===== config.mk =====
export PLATFORM = sky130hd
export DESIGN_NAME = aom_trig_overload_mc
export DESIGN_NICKNAME = d
export VERILOG_FILES = /design/src/rtl/aom_trig_overload_mc.sv
export SDC_FILE = /design/constraint.sdc
export NUM_CORES = 1
export LEC_CHECK = 0
export CORE_AREA = 2 2 215 238
export CTS_CLUSTER_SIZE = 14
export DETAILED_ROUTE_END_ITERATION = 16
export DIE_AREA = 0 0 217 240
export PLACE_DENSITY_LB_ADDON = 0.3
export RECOVER_POWER = 25
export SLEW_MARGIN = 40
export SYNTH_ARGS = -nofsm -noshare
export SYNTH_HDL_FRONTEND = slang
export SYNTH_SLANG_ARGS = --single-unit

===== constraint.sdc =====
create_clock -name clk_i -period 2.1 [get_ports clk_i]
set_input_delay 0.42 -clock clk_i [delete_from_list [all_inputs] [get_ports clk_i]]
set_output_delay 0.42 -clock clk_i [all_outputs]
set_load 0.02 [all_outputs]

===== src/rtl/aom_trig_overload_mc.sv =====
// -----------------------------------------------------------------------------
// aom_trig_overload_mc
//
// Per-channel AOM trigger overload monitor. For every channel it detects two
// kinds of overload while the laser is emitting:
//   * continuous: the channel stays triggered (voltage below threshold) for at
//     least aom_continuous_trig_thre_i consecutive cycles;
//   * integral:   within a WIN_LEN-cycle window that opens on the first active
//     cycle, the channel is triggered on at least aom_integral_trig_thre_i
//     cycles.
// Detected errors are sticky per channel until cleared, and the channel/type
// of the first fault after an all-clear state is latched for diagnosis.
//
// Ports
//   clk_i                      system clock, rising edge
//   rst_n_i                    asynchronous active-low reset
//   laser_control_i            0 = laser emitting
//   laser_out_switch_i         1 = external control selected
//   acc_job_control_i          job running
//   aom_trig_protect_i         protection enable
//   aom_en_i[CH_NUM]           per-channel voltage-update strobe
//   aom_voltage_i              packed voltages, channel c at [c*VOL_W +: VOL_W]
//   aom_trig_vol_thre_i        trigger voltage threshold (all channels)
//   aom_continuous_trig_thre_i continuous-count threshold, 0 = check disabled
//   aom_integral_trig_thre_i   integral-count threshold, 0 = check disabled
//   ch_mask_i[CH_NUM]          1 = channel excluded from monitoring
//   err_clr_i                  one-cycle clear of the sticky errors
//   aom_continuous_trig_err_o  sticky continuous errors, one bit per channel
//   aom_integral_trig_err_o    sticky integral errors, one bit per channel
//   err_any_o                  OR of all sticky error bits
//   first_err_ch_o             channel of the first fault
//   first_err_type_o           type of the first fault (0 cont, 1 integral)
// -----------------------------------------------------------------------------
module aom_trig_overload_mc #(
  parameter int          CH_NUM  = 4,
  parameter int          VOL_W   = 12,
  parameter int          CNT_W   = 32,
  parameter int unsigned WIN_LEN = 100_000_000
) (
  input  logic                                         clk_i,
  input  logic                                         rst_n_i,
  input  logic                                         laser_control_i,
  input  logic                                         laser_out_switch_i,
  input  logic                                         acc_job_control_i,
  input  logic                                         aom_trig_protect_i,
  input  logic [CH_NUM-1:0]                            aom_en_i,
  input  logic [CH_NUM*VOL_W-1:0]                      aom_voltage_i,
  input  logic [VOL_W-1:0]                             aom_trig_vol_thre_i,
  input  logic [CNT_W-1:0]                             aom_continuous_trig_thre_i,
  input  logic [CNT_W-1:0]                             aom_integral_trig_thre_i,
  input  logic [CH_NUM-1:0]                            ch_mask_i,
  input  logic                                         err_clr_i,
  output logic [CH_NUM-1:0]                            aom_continuous_trig_err_o,
  output logic [CH_NUM-1:0]                            aom_integral_trig_err_o,
  output logic                                         err_any_o,
  output logic [((CH_NUM > 1) ? $clog2(CH_NUM) : 1)-1:0] first_err_ch_o,
  output logic                                         first_err_type_o
);

  localparam int CH_W = (CH_NUM > 1) ? $clog2(CH_NUM) : 1;

  localparam logic [CNT_W-1:0] CNT_MAX  = '1;
  localparam logic [CNT_W-1:0] CNT_ONE  = {{(CNT_W-1){1'b0}}, 1'b1};
  // Value of win_cnt on the last cycle of a window.
  localparam logic [CNT_W-1:0] WIN_LAST = CNT_W'(WIN_LEN - 1);

  typedef enum logic {
    ST_IDLE   = 1'b0,
    ST_WINDOW = 1'b1
  } int_state_t;

  // ---------------------------------------------------------------------------
  // Global qualifiers
  // ---------------------------------------------------------------------------
  logic arm;
  logic emit;

  assign arm  = aom_trig_protect_i & acc_job_control_i;
  assign emit = ~laser_control_i & laser_out_switch_i;

  // ---------------------------------------------------------------------------
  // Per-channel state
  // ---------------------------------------------------------------------------
  logic [CH_NUM-1:0] trig_vld;
  logic [CH_NUM-1:0] act;
  logic [CNT_W-1:0]  cont_cnt  [CH_NUM];
  logic [CNT_W-1:0]  win_cnt   [CH_NUM];
  logic [CNT_W-1:0]  int_cnt   [CH_NUM];
  int_state_t        int_state [CH_NUM];
  logic [CH_NUM-1:0] cont_raw;
  logic [CH_NUM-1:0] int_raw;

  // trig_vld holds its last comparison until the channel strobes a new voltage.
  // NOTE: sequential state uses non-blocking assignments so every flop samples
  // pre-edge values no matter how the always_ff blocks are ordered.
  always_ff @(posedge clk_i or negedge rst_n_i) begin
    if (!rst_n_i) begin
      trig_vld <= '0;
    end else begin
      for (int c = 0; c < CH_NUM; c++) begin
        if (aom_en_i[c]) begin
          trig_vld[c] <= (aom_voltage_i[c*VOL_W +: VOL_W] < aom_trig_vol_thre_i);
        end
      end
    end
  end

  assign act = {CH_NUM{arm}} & trig_vld & ~ch_mask_i;

  // ---------------------------------------------------------------------------
  // Continuous counter: consecutive active cycles, saturating.
  // ---------------------------------------------------------------------------
  always_ff @(posedge clk_i or negedge rst_n_i) begin
    if (!rst_n_i) begin
      // NOTE: the per-channel counter arrays are ordinary flops rather than a
      // RAM, so they are reset element by element like any other register.
      for (int c = 0; c < CH_NUM; c++) begin
        cont_cnt[c] <= '0;
      end
    end else begin
      for (int c = 0; c < CH_NUM; c++) begin
        if (!act[c]) begin
          cont_cnt[c] <= '0;
        end else if (cont_cnt[c] != CNT_MAX) begin
          cont_cnt[c] <= cont_cnt[c] + CNT_ONE;
        end
      end
    end
  end

  // ---------------------------------------------------------------------------
  // Integral window FSM, one per channel.
  // A window opens on the first active cycle and then runs for exactly WIN_LEN
  // cycles, counting every cycle in which the channel is triggered. On the last
  // window cycle the count is still updated, so the first IDLE cycle exposes
  // the final window total to the raw-flag stage before IDLE clears it.
  // Dropping arm or masking the channel abandons the window at once.
  // ---------------------------------------------------------------------------
  always_ff @(posedge clk_i or negedge rst_n_i) begin
    if (!rst_n_i) begin
      for (int c = 0; c < CH_NUM; c++) begin
        int_state[c] <= ST_IDLE;
        win_cnt[c]   <= '0;
        int_cnt[c]   <= '0;
      end
    end else begin
      for (int c = 0; c < CH_NUM; c++) begin
        case (int_state[c])
          ST_IDLE: begin
            win_cnt[c] <= '0;
            int_cnt[c] <= '0;
            if (act[c]) begin
              int_state[c] <= ST_WINDOW;
            end
          end

          ST_WINDOW: begin
            if (!arm || ch_mask_i[c]) begin
              int_state[c] <= ST_IDLE;
              win_cnt[c]   <= '0;
              int_cnt[c]   <= '0;
            end else begin
              win_cnt[c] <= win_cnt[c] + CNT_ONE;
              if (trig_vld[c] && (int_cnt[c] != CNT_MAX)) begin
                int_cnt[c] <= int_cnt[c] + CNT_ONE;
              end
              if (win_cnt[c] == WIN_LAST) begin
                int_state[c] <= ST_IDLE;
              end
            end
          end

          default: begin
            int_state[c] <= ST_IDLE;
            win_cnt[c]   <= '0;
            int_cnt[c]   <= '0;
          end
        endcase
      end
    end
  end

  // ---------------------------------------------------------------------------
  // Raw error flags. Thresholds are sampled live, so a new threshold acts on
  // the next comparison without disturbing an open window.
  // ---------------------------------------------------------------------------
  logic cont_chk_en;
  logic int_chk_en;

  assign cont_chk_en = (aom_continuous_trig_thre_i != '0);
  assign int_chk_en  = (aom_integral_trig_thre_i != '0);

  always_ff @(posedge clk_i or negedge rst_n_i) begin
    if (!rst_n_i) begin
      cont_raw <= '0;
      int_raw  <= '0;
    end else begin
      for (int c = 0; c < CH_NUM; c++) begin
        cont_raw[c] <= emit && cont_chk_en && (cont_cnt[c] >= aom_continuous_trig_thre_i);
        int_raw[c]  <= emit && int_chk_en  && (int_cnt[c]  >= aom_integral_trig_thre_i);
      end
    end
  end

  // ---------------------------------------------------------------------------
  // Sticky errors: a raw flag always sets its bit; a clear only removes bits
  // whose raw flag is low in the same cycle.
  // ---------------------------------------------------------------------------
  logic [CH_NUM-1:0] cont_err_nxt;
  logic [CH_NUM-1:0] int_err_nxt;
  logic              err_any_nxt;

  assign cont_err_nxt = cont_raw | (aom_continuous_trig_err_o & ~{CH_NUM{err_clr_i}});
  assign int_err_nxt  = int_raw  | (aom_integral_trig_err_o   & ~{CH_NUM{err_clr_i}});
  assign err_any_nxt  = |{cont_err_nxt, int_err_nxt};

  // Lowest-index setting channel; continuous beats integral on that channel.
  logic [CH_W-1:0] first_ch_sel;
  logic            first_type_sel;

  // NOTE: every variable gets a default before the loop so no path leaves it
  // unassigned, which would otherwise infer a latch.
  always_comb begin
    first_ch_sel   = '0;
    first_type_sel = 1'b0;
    for (int c = CH_NUM - 1; c >= 0; c--) begin
      if (cont_raw[c] || int_raw[c]) begin
        first_ch_sel   = CH_W'(c);
        first_type_sel = ~cont_raw[c];
      end
    end
  end

  always_ff @(posedge clk_i or negedge rst_n_i) begin
    if (!rst_n_i) begin
      aom_continuous_trig_err_o <= '0;
      aom_integral_trig_err_o   <= '0;
      err_any_o                 <= 1'b0;
      first_err_ch_o            <= '0;
      first_err_type_o          <= 1'b0;
    end else begin
      aom_continuous_trig_err_o <= cont_err_nxt;
      aom_integral_trig_err_o   <= int_err_nxt;
      err_any_o                 <= err_any_nxt;
      if (!err_any_nxt) begin
        first_err_ch_o   <= '0;
        first_err_type_o <= 1'b0;
      end else if (!err_any_o) begin
        // All-clear to fault transition: the setting raw flags name the culprit.
        first_err_ch_o   <= first_ch_sel;
        first_err_type_o <= first_type_sel;
      end
    end
  end

endmodule


==> run_results.csv <==
group,metric,value,unit
floorplan,design.portCount,151,
cts,clock_path_buffers,3,
min_path,hold_class,"input pin to async pin",
critical_path,endpoint,"int_cnt[111]",
sta,report.final.slew_viol_count,0,
sta,grt_setup_unrepaired,"true",
sta,final_setup_fails,7,
run,maxCapViolations,0,
cts,htree_levels,2,
sta,fin_ws,-0.0696,ns
floorplan,initial_utilization,54.6,%
critical_path,critPathRequiredTime,2.56,ns
synth,postSynthRegisterBits,412,
status,violations,"negative setup slack",
synth,yosysSeqAreaShare,38.0,%
power,clockPowerShare,46.5,%
global_routing,grt_pass1_vias,24858,
synth,synthTopCellsByArea,"sky130_fd_sc_hd__dfrtp_1 38%, sky130_fd_sc_hd__ha_1 14%, sky130_fd_sc_hd__nor2_1 5.8%",
critical_path,worst_setup_path_end_kind,"register",
synth,syn_avg_cell_area,9.13,µm²
cts,tritoncts_num_sinks,412,
power,power.sequential.fraction,45.1,%
sta,max_clock_freq,461,MHz
power,power_leakage,15.1,nW
floorplan,floorplan.rows,86,
synth,synth-edff-count,0,
place,hpwl,59200,µm
sta,period_minus_slack,2.17,ns
status,run_status,"finished, violations left",
floorplan,dieHeight,240,µm
power,maximum_resistive_drop_on_vdd,523,µV
sta,post-route-period-util,103,%
synth,synth_flop_cell,"sky130_fd_sc_hd__dfrtp_1",
synth,yosysTopAreaCell,"sky130_fd_sc_hd__dfrtp_1",
critical_path,crit_path_start,"int_cnt[111]",
drt,drtPass1Iterations,7,
synth,synth_cells,2970,
synth,synth_area,0.0271,mm²
layout,number_of_filler_instances_in_the_final_layout,3851,
drt,totalWireLength,78300,µm
cts,cts_root_buf,"sky130_fd_sc_hd__clkbuf_16",
sta,final.hold.worst_slack,0.276,ns
power,p_total,17.7,mW
synth,synth-async-reset-ratio,100,%
critical_path,reg2reg_setup_slack,-0.07,ns
cts,clk-insertion-delay-late,0.59,ns
power,pwr_density_cell,522,mW/mm²
synth,yosysWarningCount,0,
critical_path,critical_path.reg2reg.endpoint,"int_cnt[111]",
layout,area_growth_syn_to_layout,25.1,%
synth,synth_largest_type_area_fraction,38.0,%
drt,routedWlPerCell,18.8,µm
synth,number_of_nets_produced_by_synthesis,3421,
cts,clk_pin_slew,0.06,ns
floorplan,dieWidth,217,µm
critical_path,critical_path.reg2reg.startpoint,"int_cnt[111]",
global_routing,grt_pass1_wl,125000,µm
global_routing,number_of_antenna_violations_at_the_first_check_in_global_routing,0,
critical_path,crit_type,"register to register",
layout,number_of_inserted_diodes,0,
floorplan,floorplan.core_area,0.0497,mm²
drt,antenna_violating_nets_post_route,0,
critical_path,worst_r2r_path_depth,8,
floorplan,die-area,0.0521,mm²
critical_path,worstPathArrival,2.63,ns
power,power_frac_comb,8.4,%
drt,drt_drc_violations_left,0,
critical_path,path_max_fanout,5,
power,power.switching,4.26,mW
drt,vias_per_cell,5.99,
sta,timing_hold_violations_final,0,
global_routing,maximum_number_of_pins_on_one_net_before_global_route_repair,83,
layout,post_route_cells_drive_above_1_share,15.9,%
drt,drc_marker_count_from_the_first_detailed_route_iteration,1803,
cts,cts_made_buffers,46,
critical_path,setup.worst_path.start_class,"register",
power,netSwitchingFraction,24.0,%
global_routing,grt_overflow_total,0,
cts,cts_tree,"done",
place,placement.setup.worst_slack,-0.714,ns
place,routability_congestion_estimate,0.948,
layout,layout.nets,3913,
drt,num_vias,24903,
synth,post_synth_num_cell_types,76,
place,io_buffer_count,150,
sta,tns,-0.161,ns
sta,transition_time_at_the_pin_with_the_least_slew_margin,1.27,ns
power,internal_power,13.5,mW
global_routing,grt.total_usage,29.6,%
sta,max_clock_skew,0.0208,ns
sta,slew_headroom,15.3,%
## power groups by stage
stage | logic (mW) | registers (mW) | clock network (mW)
after global routing | 1.64 | 7.98 | 8.70
after CTS | 1.49 | 7.98 | 8.37
final | 1.50 | 7.98 | 8.24
after floorplan | 0.532 | 8.12 | 0
after detailed placement | 1.47 | 8.13 | 0
after global placement | 1.40 | 8.13 | 0
## cell type report
type	instances	area [µm²]	share of cell area [%]
Clock inverter	21	236	0.697
Sequential cell	412	10300	30.4
Multi-Input combinational cell	2384	16500	48.7
Inverter	107	402	1.18
Clock buffer	59	1290	3.80
Timing Repair Buffer	511	4320	12.7
Tap cell	660	826	2.43
## synth_stat cells (27+ instances only)
cell                       number
sky130_fd_sc_hd__a21o_1        52
sky130_fd_sc_hd__clkbuf_1      54
sky130_fd_sc_hd__nor3_1        63
sky130_fd_sc_hd__nand4_1      149
sky130_fd_sc_hd__inv_1        106
sky130_fd_sc_hd__o21ai_0      119
sky130_fd_sc_hd__nand2_1      200
sky130_fd_sc_hd__nor4_1        67
sky130_fd_sc_hd__xor2_1       153
sky130_fd_sc_hd__and4_1        44
sky130_fd_sc_hd__ha_1         312
sky130_fd_sc_hd__a21oi_1      157
sky130_fd_sc_hd__nor2_1       421
sky130_fd_sc_hd__or3_1         56
sky130_fd_sc_hd__xnor2_1      144
sky130_fd_sc_hd__dfrtp_1      412
sky130_fd_sc_hd__a211oi_1      27
sky130_fd_sc_hd__and3_1        60
sky130_fd_sc_hd__nand3_1      154
## logic make-up (layout without fill, tap and decap cells)
logic type | after synthesis | in the layout | share of synthesized area (%)
simple gates | 1344 | 1344 | 25.6
fa+ha+maj | 312 | 312 | 14.4
flops | 412 | 412 | 38.0
compound gates | 424 | 424 | 9.67
buf+inv | 174 | 698 | 2.49
mux | 7 | 7 | 0.258
xor+xnor | 297 | 297 | 9.59
## per-layer routing
layer | global-route usage [%] | share of wire, %
met5 | 0 | 0
met4 | 12.8 | 4.8
met3 | 3.86 | 5.1
met2 | 52.2 | 50
met1 | 36.3 | 40
## cell usage in the layout (no fill, tap or decap), types with 8 or more instances in the layout
cell / n
sky130_fd_sc_hd__nor2b_1: 19
sky130_fd_sc_hd__or3_1: 52
sky130_fd_sc_hd__xor2_1: 153
sky130_fd_sc_hd__and2_1: 17
sky130_fd_sc_hd__inv_1: 106
sky130_fd_sc_hd__nand2_1: 193
sky130_fd_sc_hd__nor4_1: 58
sky130_fd_sc_hd__buf_12: 8
sky130_fd_sc_hd__clkbuf_16: 46
sky130_fd_sc_hd__a31oi_1: 11
sky130_fd_sc_hd__nor4_2: 10
sky130_fd_sc_hd__nand4_1: 149
sky130_fd_sc_hd__a211oi_1: 26
sky130_fd_sc_hd__o21a_1: 9
sky130_fd_sc_hd__dfrtp_2: 16
sky130_fd_sc_hd__a21oi_1: 155
sky130_fd_sc_hd__clkdlybuf4s50_1: 146
sky130_fd_sc_hd__or4_1: 8
sky130_fd_sc_hd__clkbuf_8: 9
sky130_fd_sc_hd__a21o_1: 52
sky130_fd_sc_hd__clkinv_2: 13
sky130_fd_sc_hd__nor3_1: 58
sky130_fd_sc_hd__nor4_4: 8
sky130_fd_sc_hd__and4_1: 38
sky130_fd_sc_hd__nand2b_1: 17
sky130_fd_sc_hd__ha_1: 310
sky130_fd_sc_hd__nor2_1: 420
sky130_fd_sc_hd__nand3_1: 150
sky130_fd_sc_hd__and3_1: 58
sky130_fd_sc_hd__buf_4: 340
sky130_fd_sc_hd__xnor2_1: 144
sky130_fd_sc_hd__o21ai_0: 115
sky130_fd_sc_hd__dfrtp_1: 396
## per-stage QoR
step           util [%]  cells  area (µm²)
2_1_floorplan         -   2970       27100
3_3_place_gp       64.0   4040       31800
3_5_place_dp       64.0   4040       31800
4_1_cts            67.2   4125       33400
5_1_grt            68.3   4154       33900
6_report           68.3   4154       33900
## registers in the layout (all words and copies together), names as in the netlist
| register | count |
|---|---|
| err_any_o | 1 |
| first_err_type_o | 1 |
| cont_raw | 4 |
| win_cnt | 128 |
| first_err_ch_o | 2 |
| aom_integral_trig_err_o | 4 |
| int_cnt | 128 |
| trig_vld | 4 |
| aom_continuous_trig_err_o | 4 |
| int_state | 4 |
| cont_cnt | 128 |
| int_raw | 4 |
## critical path: stages, from the launching register on
cell,delay (ns)
sky130_fd_sc_hd__dfrtp_1,0.35
sky130_fd_sc_hd__nand4_1,0.18
sky130_fd_sc_hd__or4_4,0.58
sky130_fd_sc_hd__nor4_4,0.33
sky130_fd_sc_hd__buf_6,0.18
sky130_fd_sc_hd__buf_6,0.10
sky130_fd_sc_hd__nor3_2,0.04
sky130_fd_sc_hd__xnor2_1,0.19
sky130_fd_sc_hd__nor2_1,0.09
## how the worst min path moves through the flow
stage | depth (start not counted) | end | from | slack [ns]
final | 2 | trig_vld[3] | rst_n_i | 0.28
after CTS | 2 | trig_vld[3] | rst_n_i | 0.27
after floorplan | 0 | aom_continuous_trig_err_o[0] | rst_n_i | 0.12
after detailed placement | 1 | cont_cnt[88] | rst_n_i | 0.30
after global routing | 2 | trig_vld[3] | rst_n_i | 0.27
after global placement | 1 | cont_cnt[81] | rst_n_i | 0.30
## repair_timing
action                                  CTS  global route
setup buffers                             4            29
hold buffers                              1             0
hold endpoints to repair                 53             0
pin swaps                                 3            38
endpoints found under the setup margin   12           148
resized for setup                        11            92
No activity file was read; power rests on OpenSTA's default activity.
==> edit 1, RTL diff (config.mk and constraints unchanged) <==
Add an input register stage for `laser_control_i`, without a reset; this delays it by one clock. The other inputs are not delayed to match.
--- a/src/rtl/aom_trig_overload_mc.sv
+++ b/src/rtl/aom_trig_overload_mc.sv
@@ -71,2 +71,8 @@
 
+  logic laser_control_q;
+
+  always_ff @(posedge clk_i) begin
+    laser_control_q <= laser_control_i;
+  end
+
   // ---------------------------------------------------------------------------
@@ -78,3 +84,3 @@
   assign arm  = aom_trig_protect_i & acc_job_control_i;
-  assign emit = ~laser_control_i & laser_out_switch_i;
+  assign emit = ~laser_control_q & laser_out_switch_i;
 
Formal check against the unedited RTL: not equivalent (Yosys sat finds a counterexample within 10 cycles, from zero or initial values and one cycle with rst_n_i low).
==> edit 1 against the original RTL <==
The run ends with capacitance limit, slew limit, setup timing left; wire length grew 14%; highest routed layer unchanged; worst setup slack lost 190 ps; critical endpoint is now int_cnt[94]; total power grew 0.91%; cell area grew 6.2%; largest power group unchanged; die area is the same; first-iteration DRC count grew 37%; area after synthesis grew 3.5%; non-clock buffer count grew 134; critical path depth shrank 2; critical path type unchanged; sequential cell count grew 1.
==> edit 1: results (changes against the original RTL) <==
| Metric | Value |
|---|---|
| Outcome | finished with violations |
| Violations in the final reports | capacitance limit, slew limit, setup timing |
| Gate count after technology mapping | 3173 (+6.8%) |
| Sum of routed wire segments on met1 | 34500 microns (+9.3%) |
| DR vias/cell | 6.38 (+6.4%) |
| Number of placed instances with taps included | 4350 (+7.7%) |
| Iter 0 DRT Violations | 2479 (+37%) |
| Grt met3 use | 0.0488 (+0.0102) |
| Power density relative to cell area | 496 nW/um^2 (-5.0%) |
| Final setup viols | 20 (+13) |
| Number of search-and-repair iterations in the first detailed-routing pass | 6 (-1) |
| Final Slew Violations | 48 (+48) |
| Wire length per cell after detailed routing | 20.0 microns (+6.0%) |
| Gate power share | 0.091 (+0.007) |
| Seq/Total Area, Yosys | 0.368 (-0.0122) |
| Arrival time at the worst endpoint | 2880 ps (+250 ps) |
| Ratio of cells with drive above 1 in the final layout | 0.180 (+0.0210) |
| Least-Margin Pin Slew | 1710 ps (+443 ps) |
| Cell types with the highest counts after synthesis | sky130_fd_sc_hd__dfrtp_1, sky130_fd_sc_hd__ha_1, sky130_fd_sc_hd__nor2_1, sky130_fd_sc_hd__nand2_1, sky130_fd_sc_hd__a21oi_1 |
| Distinct cells, synth | 69 (-9.2%) |
| Leakage power total | 0.0163 uW (+7.8%) |
| Worst path setup slack after routing | -261 ps (-191 ps) |
| Skew final | 27.7 ps (+6.94 ps) |
| Layout net count | 4227 (+8.0%) |
| Max Cap Viol | 1 (+1) |
edit 1: repair_timing:
item	4_1_cts	5_1_grt
setup buffers	10	23
gates resized for setup	21	94
pin swaps	12	30
setup endpoints to repair	20	125
cloned	0	6
hold buffers	1	0
hold endpoints to repair	44	0
edit 1: final cells by class:
| type | instances | area [sq um] |
|---|---|---|
| Clock buffer | 62 | 1330 |
| Clock inverter | 19 | 189 |
| Fill cell | 3587 | 13700 |
| Inverter | 121 | 454 |
| Multi-Input combinational cell | 2549 | 17400 |
| Sequential cell | 413 | 10300 |
| Tap cell | 660 | 826 |
| Timing Repair Buffer | 645 | 5490 |
edit 1: kinds of logic (layout without fill, tap and decap cells):
kind of cell,Yosys count,after routing,share of synthesized area
AO/OA/AOI/OAI,675,675,0.151
XOR/XNOR,175,175,0.0546
adder cells (fa/ha/maj),312,312,0.139
buffers and inverters,211,847,0.0284
flip-flops,413,413,0.368
multiplexers,11,11,0.00392
AND/OR/NAND/NOR,1376,1376,0.255
==> edit 2, RTL diff (same settings) <==
Without the edit above. `VOL_W`: 12 -> 24.
--- a/src/rtl/aom_trig_overload_mc.sv
+++ b/src/rtl/aom_trig_overload_mc.sv
@@ -35,3 +35,3 @@
   parameter int          CH_NUM  = 4,
-  parameter int          VOL_W   = 12,
+  parameter int          VOL_W   = 24,
   parameter int          CNT_W   = 32,
Interface: changed (resized aom_trig_vol_thre_i and aom_voltage_i); port bits go from 151 to 211. No check against the original RTL was run, so the function may have changed too.
==> edit 2 against the original RTL <==
Worst setup slack better by 43 ps; cell area up 5.4%; wire length up 6.8%; sequential cell count unchanged; the flow finishes with violations (capacitance limit, slew limit, setup timing); total power up 3.8%; highest routed layer unchanged; area after synthesis up 4.2%; die area unchanged; non-clock buffer count up 59; critical endpoint is now cont_cnt[91]; via count up 7.1%.
==> edit 2: results (changes against the original RTL) <==
| Metric | Value |
|---|---|
| Clk buf depth | 3 (unchanged) |
| Arrival time at the worst endpoint | 2650 ps (+20 ps) |
| Skew final | 22.4 ps (+1.65 ps) |
| Final setup viols | 2 (-5) |
| VDD IR max | 0.542 mV (+3.5%) |
| IO buf count | 210 (+40%) |
| Summed negative setup slack over all endpoints | -29.1 ps (+132 ps) |
| Asr flop ratio synth | 1.00 (unchanged) |
| Antenna diode count | 0 (unchanged) |
| Syn_nets | 3726 (+8.9%) |
| Maximum number of pins on one net before global-route repair | 57 (-31%) |
| Worst hold path stage count | 1 |
| Least-Margin Pin Slew | 1580 ps (+314 ps) |
| Final Slew Violations | 52 (+52) |
| RePlAce Congestion | 0.975 (+2.8%) |
| Number of standard cells in the final layout excluding fillers | 4416 (+6.3%) |
| Tightest Hold Check Type | reg -> reg |
| Largest cells by area after synthesis | sky130_fd_sc_hd__dfrtp_1, sky130_fd_sc_hd__ha_1, sky130_fd_sc_hd__xor2_1 |
| R2r setup slk | -30 ps (+40 ps) |
| H-tree depth | 2 (unchanged) |
| Clock root buffer master | sky130_fd_sc_hd__clkbuf_16 |
| Number of buffers created by CTS | 46 (unchanged) |
| Largest registers | cont_cnt x128, int_cnt x128, win_cnt x128 |
| Hold Crit Start | win_cnt[96] |
| Number of search-and-repair iterations in the first detailed-routing pass | 5 (-2) |
| End of the worst hold path | win_cnt[96] |
| Max Cap Viol | 1 (+1) |
| Wire length per cell after detailed routing | 18.9 microns (+0.50%) |
| Number of placed instances with taps included | 4310 (+6.7%) |
| Global-route wire length before repair | 134000 microns (+7.0%) |
| Worst path setup slack after routing | -27.0 ps (+42.6 ps) |
| Violations in the final reports | capacitance limit, slew limit, setup timing |
| Highest net fanout along the worst path | 6 (+1) |
| DR vias/cell | 6.04 (+0.71%) |
| Vias in the first global route | 26900 (+8.4%) |
| Worst skew pair latency | 600 ps |
| Cell types with the highest counts after synthesis | sky130_fd_sc_hd__nor2_1, sky130_fd_sc_hd__dfrtp_1, sky130_fd_sc_hd__ha_1, sky130_fd_sc_hd__nand2_1, sky130_fd_sc_hd__xor2_1 |
| Fillcell total | 3673 (-4.6%) |
| Initial antenna violation count | 0 (unchanged) |
| Origin of the critical flop-to-flop path | cont_cnt[85] |
| Distinct cells, synth | 65 (-14%) |
| Count of synthesis-stage warnings from yosys | 0 (unchanged) |
| Clock slew at the register clock pins of the worst setup and hold paths | 60 ps (about the same) |
| Most instantiated flip-flop cell in the synthesis netlist | sky130_fd_sc_hd__dfrtp_1 |
| Per-instance average area after synthesis | 8.93 sq um (-2.2%) |
| Leakage power total | 0.0161 uW (+6.5%) |
| Global router's overall resource usage | 0.316 (+0.0203) |
| HPWL reported at the end of detailed placement | 63900 microns (+7.9%) |
| Ratio of cells with drive above 1 in the final layout | 0.139 (-0.0199) |
| Outcome | finished with violations |
| Number of cells on the worst reg-to-reg path | 5 (-3) |
| Iter 0 DRT Violations | 2272 (+26%) |
| Seq/Total Area, Yosys | 0.365 (-0.0154) |
| Critical R2R Capture | cont_cnt[91] |
-- edit 2: worst max-delay path by stage --
stage,start,to,cells past startpoint,slack (ps)
6_report,cont_cnt[85],cont_cnt[91],5,-30
3_5_place_dp,aom_continuous_trig_thre_i[25],cont_raw[3],8,-510
2_1_floorplan,cont_cnt[77],cont_cnt[91],6,-100
4_1_cts,cont_cnt[77],cont_cnt[91],5,-30
3_3_place_gp,aom_continuous_trig_thre_i[0],cont_raw[0],8,-420
5_1_grt,cont_cnt[77],cont_cnt[91],5,-90
-- edit 2: worst max-delay path, cell delays in order (launching register included) --
cell	delay, ps
sky130_fd_sc_hd__dfrtp_1	360
sky130_fd_sc_hd__nand4_2	120
sky130_fd_sc_hd__or4_4	580
sky130_fd_sc_hd__or4_4	460
sky130_fd_sc_hd__or3_4	400
sky130_fd_sc_hd__a21oi_2	120
-- edit 2: final cells by class --
class / instances / area, sq um / area share
tap: 660 / 826 / 0.0231
clock buffer: 68 / 1370 / 0.0384
inverter: 132 / 495 / 0.0139
clock inverter: 16 / 224 / 0.00626
multi-input combinational: 2558 / 17500 / 0.490
sequential: 412 / 10300 / 0.289
timing repair buffer: 570 / 4990 / 0.140
-- edit 2: kinds of logic (layout without fill, tap and decap cells) --
family | after synthesis | count (layout) | synth area share
adder cells (fa/ha/maj) | 360 | 360 | 0.159
XOR/XNOR | 307 | 307 | 0.0951
buffers and inverters | 197 | 786 | 0.0266
AND/OR/NAND/NOR | 1420 | 1420 | 0.253
AO/OA/AOI/OAI | 464 | 464 | 0.0988
flip-flops | 412 | 412 | 0.365
multiplexers | 7 | 7 | 0.00248
-- edit 2: timing repair --
action	CTS	global route
endpoints found under the hold margin	40	0
pin swaps	2	25
hold buffers	1	0
cloned	0	0
buffers inserted	1	20
endpoints found under the setup margin	32	106
resized for setup	6	69
-- edit 2: stage by stage --
| step | worst slack (ps) | hold slack (ps) | cell area (sq um) | utilization |
|---|---|---|---|---|
| 2_1_floorplan | -101 | 124 | 28300 | - |
| 3_3_place_gp | -417 | 409 | 33800 | 0.679 |
| 3_5_place_dp | -509 | 417 | 33800 | 0.679 |
| 4_1_cts | -25.7 | 393 | 35400 | 0.712 |
| 5_1_grt | -90.4 | 514 | 35800 | 0.719 |
| 6_report | -27.0 | 489 | 35800 | 0.719 |
-- edit 2: routing by layer --
| layer | GRT usage | vias to the layer above | share of wire | routed length (microns) |
|---|---|---|---|---|
| li1 | - | 12500 | - | - |
| met1 | 0.387 | 12900 | 0.40 | 33900 |
| met2 | 0.544 | 965 | 0.48 | 40500 |
| met3 | 0.0490 | 268 | 0.059 | 4970 |
| met4 | 0.155 | 0 | 0.052 | 4330 |
| met5 | 0 | - | 0 | 0 |
-- edit 2: report_power, final --
group	internal (uW)	switching, uW
combinational	865	979
sequential	7960	33.1
clock	5140	3410
